## src/rtl/nrisc_int_controller_if.sv

```systemverilog
// Core-facing bus of the NRISC interrupt controller: configuration access plus
// the interrupt vector / command channel.
interface nrisc_int_controller_if #(
    parameter int unsigned NUM_IRQ = 8,
    parameter int unsigned CHA_W   = 8
);
    logic               cfg_we;
    logic               cfg_addr;
    logic [NUM_IRQ-1:0] cfg_wdata;
    logic [NUM_IRQ-1:0] cfg_rdata;
    logic [1:0]         int_ctrl;
    logic               int_req;
    logic [CHA_W-1:0]   int_cha;
    logic               int_busy;

    modport master (
        output cfg_we, cfg_addr, cfg_wdata, int_ctrl,
        input  cfg_rdata, int_req, int_cha, int_busy
    );

    modport slave (
        input  cfg_we, cfg_addr, cfg_wdata, int_ctrl,
        output cfg_rdata, int_req, int_cha, int_busy
    );
endinterface

```

## src/rtl/nrisc_int_controller.sv

```systemverilog
// Fixed-priority, non-nesting interrupt controller: latches lines into pending
// bits, masks them, and hands the lowest eligible line to the core.
module nrisc_int_controller #(
    parameter int unsigned NUM_IRQ  = 8,
    parameter int unsigned CHA_W    = 8,
    parameter int unsigned VEC_BASE = 'h10
) (
    input  logic                   clk,
    input  logic                   rst,
    input  logic [NUM_IRQ-1:0]     irq_in,
    output logic [NUM_IRQ-1:0]     pending,
    nrisc_int_controller_if.slave  bus
);
    localparam int unsigned SEL_W = (NUM_IRQ > 1) ? $clog2(NUM_IRQ) : 1;

    typedef enum logic [1:0] {
        S_IDLE,
        S_REQ,
        S_SERVICE
    } state_e;

    typedef enum logic [1:0] {
        CMD_NONE,
        CMD_ACK,
        CMD_EOI,
        CMD_CLEAR_ALL
    } cmd_e;

    state_e             state_q, state_d;
    logic [NUM_IRQ-1:0] mask_q, mask_d;
    logic [NUM_IRQ-1:0] edge_q, edge_d;
    logic [NUM_IRQ-1:0] pend_q, pend_d;
    logic [NUM_IRQ-1:0] prev_q;
    logic [SEL_W-1:0]   sel_q, sel_d;
    logic [CHA_W-1:0]   cha_q, cha_d;

    cmd_e               cmd;
    logic [NUM_IRQ-1:0] eligible;
    logic [NUM_IRQ-1:0] set_v;
    logic [NUM_IRQ-1:0] clr_v;
    logic [SEL_W-1:0]   arb_sel;
    logic               arb_found;
    logic               mask_drop;

    assign cmd = cmd_e'(bus.int_ctrl);

    always_comb begin
        eligible  = pend_q & mask_q;
        arb_found = 1'b0;
        arb_sel   = '0;
        for (int unsigned i = 0; i < NUM_IRQ; i++) begin
            if (eligible[i] && !arb_found) begin
                arb_found = 1'b1;
                arb_sel   = SEL_W'(i);
            end
        end
    end

    // Set terms are OR-ed in after the clear so a simultaneous set always wins.
    always_comb begin
        set_v = irq_in & ~(edge_q & prev_q);
        clr_v = '0;
        if (cmd == CMD_CLEAR_ALL) begin
            clr_v = '1;
        end else if (cmd == CMD_ACK && state_q == S_REQ) begin
            clr_v = NUM_IRQ'(1) << sel_q;
        end
        pend_d = (pend_q & ~clr_v) | set_v;

        mask_d = mask_q;
        edge_d = edge_q;
        if (bus.cfg_we) begin
            if (bus.cfg_addr) begin
                edge_d = bus.cfg_wdata;
            end else begin
                mask_d = bus.cfg_wdata;
            end
        end
    end

    always_comb begin
        state_d   = state_q;
        sel_d     = sel_q;
        cha_d     = cha_q;
        mask_drop = bus.cfg_we && !bus.cfg_addr && !bus.cfg_wdata[sel_q];
        unique case (state_q)
            S_IDLE: begin
                if (arb_found) begin
                    sel_d   = arb_sel;
                    cha_d   = CHA_W'(VEC_BASE + 32'(arb_sel));
                    state_d = S_REQ;
                end
            end
            S_REQ: begin
                if (cmd == CMD_ACK) begin
                    state_d = S_SERVICE;
                end else if (cmd == CMD_CLEAR_ALL || mask_drop) begin
                    state_d = S_IDLE;
                end
            end
            S_SERVICE: begin
                if (cmd == CMD_EOI) begin
                    state_d = S_IDLE;
                end
            end
            default: state_d = S_IDLE;
        endcase
    end

    always_ff @(posedge clk) begin
        if (rst) begin
            state_q <= S_IDLE;
            mask_q  <= '0;
            edge_q  <= '0;
            pend_q  <= '0;
            prev_q  <= '0;
            sel_q   <= '0;
            cha_q   <= '0;
        end else begin
            state_q <= state_d;
            mask_q  <= mask_d;
            edge_q  <= edge_d;
            pend_q  <= pend_d;
            prev_q  <= irq_in;
            sel_q   <= sel_d;
            cha_q   <= cha_d;
        end
    end

    assign pending       = pend_q;
    assign bus.cfg_rdata = bus.cfg_addr ? edge_q : mask_q;
    assign bus.int_req   = (state_q == S_REQ);
    assign bus.int_busy  = (state_q == S_SERVICE);
    assign bus.int_cha   = cha_q;
endmodule
```

## src/flat_wrapper.sv

```systemverilog
// flat-port wrapper written by rule: the top's interface ports become plain ports
module nrisc_int_controller_flat 
#(
    parameter int unsigned NUM_IRQ  = 8,
    parameter int unsigned CHA_W    = 8,
    parameter int unsigned VEC_BASE = 'h10
)
  (clk, rst, irq_in, pending, bus_cfg_we, bus_cfg_addr, bus_cfg_wdata, bus_int_ctrl, bus_cfg_rdata, bus_int_req, bus_int_cha, bus_int_busy);
  nrisc_int_controller_if #(.NUM_IRQ(NUM_IRQ), .CHA_W(CHA_W)) bus_i ();
  input  logic clk;
  input  logic rst;
  input  logic [NUM_IRQ-1:0] irq_in;
  output logic [NUM_IRQ-1:0] pending;
  input wire logic [$bits(bus_i.cfg_we)-1:0] bus_cfg_we;
  input wire logic [$bits(bus_i.cfg_addr)-1:0] bus_cfg_addr;
  input wire logic [$bits(bus_i.cfg_wdata)-1:0] bus_cfg_wdata;
  input wire logic [$bits(bus_i.int_ctrl)-1:0] bus_int_ctrl;
  output wire logic [$bits(bus_i.cfg_rdata)-1:0] bus_cfg_rdata;
  output wire logic [$bits(bus_i.int_req)-1:0] bus_int_req;
  output wire logic [$bits(bus_i.int_cha)-1:0] bus_int_cha;
  output wire logic [$bits(bus_i.int_busy)-1:0] bus_int_busy;
  assign bus_i.cfg_we = bus_cfg_we;
  assign bus_i.cfg_addr = bus_cfg_addr;
  assign bus_i.cfg_wdata = bus_cfg_wdata;
  assign bus_i.int_ctrl = bus_int_ctrl;
  assign bus_cfg_rdata = bus_i.cfg_rdata;
  assign bus_int_req = bus_i.int_req;
  assign bus_int_cha = bus_i.int_cha;
  assign bus_int_busy = bus_i.int_busy;
  nrisc_int_controller #(.NUM_IRQ(NUM_IRQ), .CHA_W(CHA_W), .VEC_BASE(VEC_BASE)) u_core (.clk(clk), .rst(rst), .irq_in(irq_in), .pending(pending), .bus(bus_i));
endmodule
```

## config.mk

```make
export PLATFORM = sky130hd
export DESIGN_NAME = nrisc_int_controller_flat
export DESIGN_NICKNAME = d
export VERILOG_FILES = /design/src/rtl/nrisc_int_controller_if.sv /design/src/rtl/nrisc_int_controller.sv /design/src/flat_wrapper.sv
export SDC_FILE = /design/constraint.sdc
export NUM_CORES = 1
export LEC_CHECK = 0
export BUFFER_PORTS_ARGS = -buffer_cell sky130_fd_sc_hd__buf_2
export CAP_MARGIN = 30
export CORE_AREA = 5 5 79 59
export DETAILED_ROUTE_END_ITERATION = 7
export DIE_AREA = 0 0 84 64
export PLACE_DENSITY = 0.7
export SLEW_MARGIN = 40
export SYNTH_ARGS = -nofsm -noshare
export SYNTH_HDL_FRONTEND = slang
export SYNTH_SLANG_ARGS = --single-unit
export TNS_END_PERCENT = 100
```

## constraint.sdc

```tcl
create_clock -name clk -period 1.9 [get_ports clk]
set_input_delay 0.19 -clock clk [delete_from_list [all_inputs] [get_ports clk]]
set_output_delay 0.19 -clock clk [all_outputs]
set_load 0.02 [all_outputs]
```

==> reports/summary.log <==
INFO  run_status     status=finished, final reports clean
INFO  power_and_ir_drop cellPowerDensity=939nW/um^2
INFO  layout         final_net_count=254
INFO  timing         setup_viol_count_final=0
INFO  critical_path  critical_path.cell_chain=mux4_1 > mux2i_1 > nand2_1 > a32o_1
INFO  synthesis      yosysUniqueCellTypes=32
INFO  synthesis      synth_top_cell_area_share=0.456
INFO  global_routing grt_usage=0.170
INFO  critical_path  endpoint_kind=flip-flop
INFO  die            die_width=84um
INFO  worst_hold_path holdCritPathClass=input pin to flip-flop
INFO  clocking       ctsHtreeMaxLevel=2
INFO  layout         diodes=0
INFO  clocking       clk_pin_slew=80ps
INFO  clocking       cts.root.buffer_cell=clkbuf_8
INFO  drt            drt_pre_antenna_iters=4
INFO  clocking       clock_tree_from_tritoncts=yes
INFO  timing         setup_slack=326ps
INFO  timing         finalClockSkew=7.35ps
INFO  worst_hold_path worst_hold_path.num_cells=2
INFO  critical_path  critical_path_required=2090ps
INFO  global_routing number_of_global_route_vias_before_repair=1,429
INFO  clocking       ctsHoldBuffers=0
INFO  die            placementRows=19
INFO  die            die_h=64um
INFO  placement      routabilityCongestion=0.877
INFO  drt            route.detailed.drc=0
INFO  clocking       cts_buf_count=5
INFO  timing         maxClockFrequency=635MHz
INFO  synthesis      netlist.top_cell.by_area=dfxtp_1
INFO  timing         min_period_over_period=0.828
INFO  critical_path  setup.worst_path.start_class=flip-flop
INFO  global_routing globalRouteOverflowTotal=0
INFO  timing         worst_slack_on_hold_paths=132ps
INFO  placement      dpl.hpwl=3220um
INFO  die            pin_count=48
INFO  layout         flow.area_growth_from_synthesis=20.5%
INFO  synthesis      post_synth_inst_count=190
INFO  clocking       clockBufferDepth=2
INFO  timing         rsz0062_at_grt=false
INFO  drt            antenna_violating_nets_post_route=0
INFO  clocking       clock_latency=300ps
INFO  clocking       cts_repair_resize_count=0
INFO  die            placeable_core_region=3800squm
INFO  drt            viasPerCell=5.25
INFO  synthesis      syn_area_per_cell=8.78squm
INFO  job            max_cap_viol=0
INFO  clocking       cts_sinks=38
INFO  critical_path  crit_path_max_fanout=4
INFO  power_and_ir_drop vdd_drop_max=0.579mV
INFO  synthesis      sequential_share_of_the_synthesized_area=0.456
INFO  die            floorplan.die_area=5380squm
INFO  timing         timing_max_transition_violations_final=0
INFO  global_routing first_pass_grt_wire_length=7120um
INFO  timing         relSlewSlack=0.612
INFO  placement      placement.setup.worst_slack=343ps
INFO  synthesis      synth_area=1670squm
INFO  critical_path  worst-r2r-cell-count=4
INFO  critical_path  crit_path_max_incr_delay=580ps
INFO  timing         timing_worst_slew_pin_value=582ps
INFO  drt            drt_iter0_markers=98
INFO  synthesis      post_synth_main_area_contributors=dfxtp_1 (46%), nand2_1 (9.9%), a21oi_1 (6.6%), mux2_2 (5.4%), a32o_1 (4.2%)
INFO  drt            drt_wl_total=4350um
INFO  power_and_ir_drop p_leak=0.842nW
INFO  synthesis      synth.yosys.warnings=0
INFO  clocking       cts.repair_timing.setup_buffer_count=0
INFO  synthesis      ys_seq_elements=38
INFO  global_routing grt_antenna_before_repair=0
INFO  layout         final_layout_size_suffix_gt1_frac=0.279
INFO  drt            dr_total_vias=1,495
INFO  critical_path  crit_arrival=1760ps
INFO  timing         period_needed=1570ps
INFO  timing         setup_tns=0ps
INFO  critical_path  timing.setup.critical_path_class=flip-flop to flip-flop
INFO  placement      numPortBuffers=43
INFO  drt            post_drt_wl_per_cell=15.2um
INFO  critical_path  critPathSlowestCell=mux4_1
INFO  die            start_util=0.438
INFO  global_routing maximum_number_of_pins_on_one_net_before_global_route_repair=33
INFO  timing         hold_viol=0
routing by layer:
metal	wire (um)	part of all wire	global-route usage	vias to the layer above
met5	0	0	0	-
met2	1650	0.38	0.214	71
met3	484	0.11	0.0822	4
met1	2180	0.50	0.253	679
met4	36	0.0083	0.0422	0
li1	-	-	-	741
through the flow:
step	cell area, sq um	utilization	total power [mW]	cells
floorplan	1680	-	1.13	193
global placement	1900	0.500	1.23	277
detailed placement	1900	0.500	1.23	277
CTS	2010	0.528	1.90	285
global route	2010	0.528	1.98	285
finish	2010	0.528	1.89	285
path summary, 6_finish.rpt:
check        slack, ps                end        startpoint
min reg2reg        470  u_core.pending[3]  u_core.prev_q[3]
max reg2reg        330  u_core.state_q[0]   u_core.sel_q[1]
min                130   u_core.prev_q[0]         irq_in[0]
max                330  u_core.state_q[0]   u_core.sel_q[1]
synthesized netlist by cell type:
master / n
mux2i_1: 1
a22oi_1: 4
and2_1: 1
buf_4: 5
a211oi_1: 1
clkbuf_1: 4
dfxtp_1: 38
nand2_1: 44
nand3_1: 9
nor2_1: 8
buf_1: 2
nand2b_1: 4
mux2_2: 8
buf_2: 2
o21ai_0: 1
buf_6: 1
a32oi_1: 2
a41oi_1: 1
or2_2: 1
conb_1: 1
nand3b_1: 2
a32o_1: 7
and4bb_2: 1
o211ai_1: 2
a21oi_1: 22
o311ai_0: 1
nor3_1: 1
mux4_1: 1
inv_1: 1
nor2b_1: 11
or3b_1: 2
mux4_2: 1
critical path: cells and delay by family (launching register included):
family | cells | cell delay [ps]
flip-flops | 1 | 420
AO/OA/AOI/OAI | 1 | 260
multiplexers | 2 | 720
AND/OR/NAND/NOR | 1 | 70
cells in the final DEF (no fill, tap or decap), types with 2 or more instances in the layout:
cell | Yosys | layout
nand2_1 | 44 | 44
buf_2 | 2 | 43
dfxtp_1 | 38 | 38
a21oi_1 | 22 | 22
nor2b_1 | 11 | 11
nand3_1 | 9 | 9
mux2_2 | 8 | 8
nor2_1 | 8 | 8
a32o_1 | 7 | 7
clkbuf_8 | 0 | 5
a22oi_1 | 4 | 4
nand2b_1 | 4 | 4
conb_1 | 1 | 4
buf_4 | 5 | 3
nand3b_1 | 2 | 2
o211ai_1 | 2 | 2
or3b_1 | 2 | 2
a32oi_1 | 2 | 2
clkinv_2 | 0 | 2
layout make-up:
| class | count | area (sq um) |
|---|---|---|
| multi-input cells | 140 | 833 |
| fillers | 376 | 1790 |
| clock inverters | 3 | 40.0 |
| well taps | 52 | 65.1 |
| clock buffers | 5 | 68.8 |
| flip-flops and latches | 38 | 761 |
| repair buffers | 46 | 238 |
| inverters | 1 | 3.75 |
cells by family after synthesis:
group / after synthesis / share of synthesized area
AND/OR/NAND/NOR: 84 / 0.238
AO/OA/AOI/OAI: 41 / 0.164
flip-flops: 38 / 0.456
buffers and inverters: 15 / 0.0510
multiplexers: 11 / 0.0893
other: 1 / 0.00225
where the power goes:
group,switching (mW),internal (mW),leakage (nW),total (mW)
Sequential,0.0596,0.852,0.314,0.911
Combinational,0.176,0.126,0.470,0.302
Clock,0.288,0.386,0.0579,0.674
Total,0.523,1.36,0.842,1.89
sequential cells by signal, indices dropped and copies added (netlist names):
| name | cells |
|---|---|
| u_core.edge_q | 8 |
| u_core.mask_q | 8 |
| u_core.pending | 8 |
| u_core.prev_q | 8 |
| u_core.bus.int_cha | 2 |
| u_core.sel_q | 2 |
| u_core.state_q | 2 |
(Power assumes the default switching activity.)
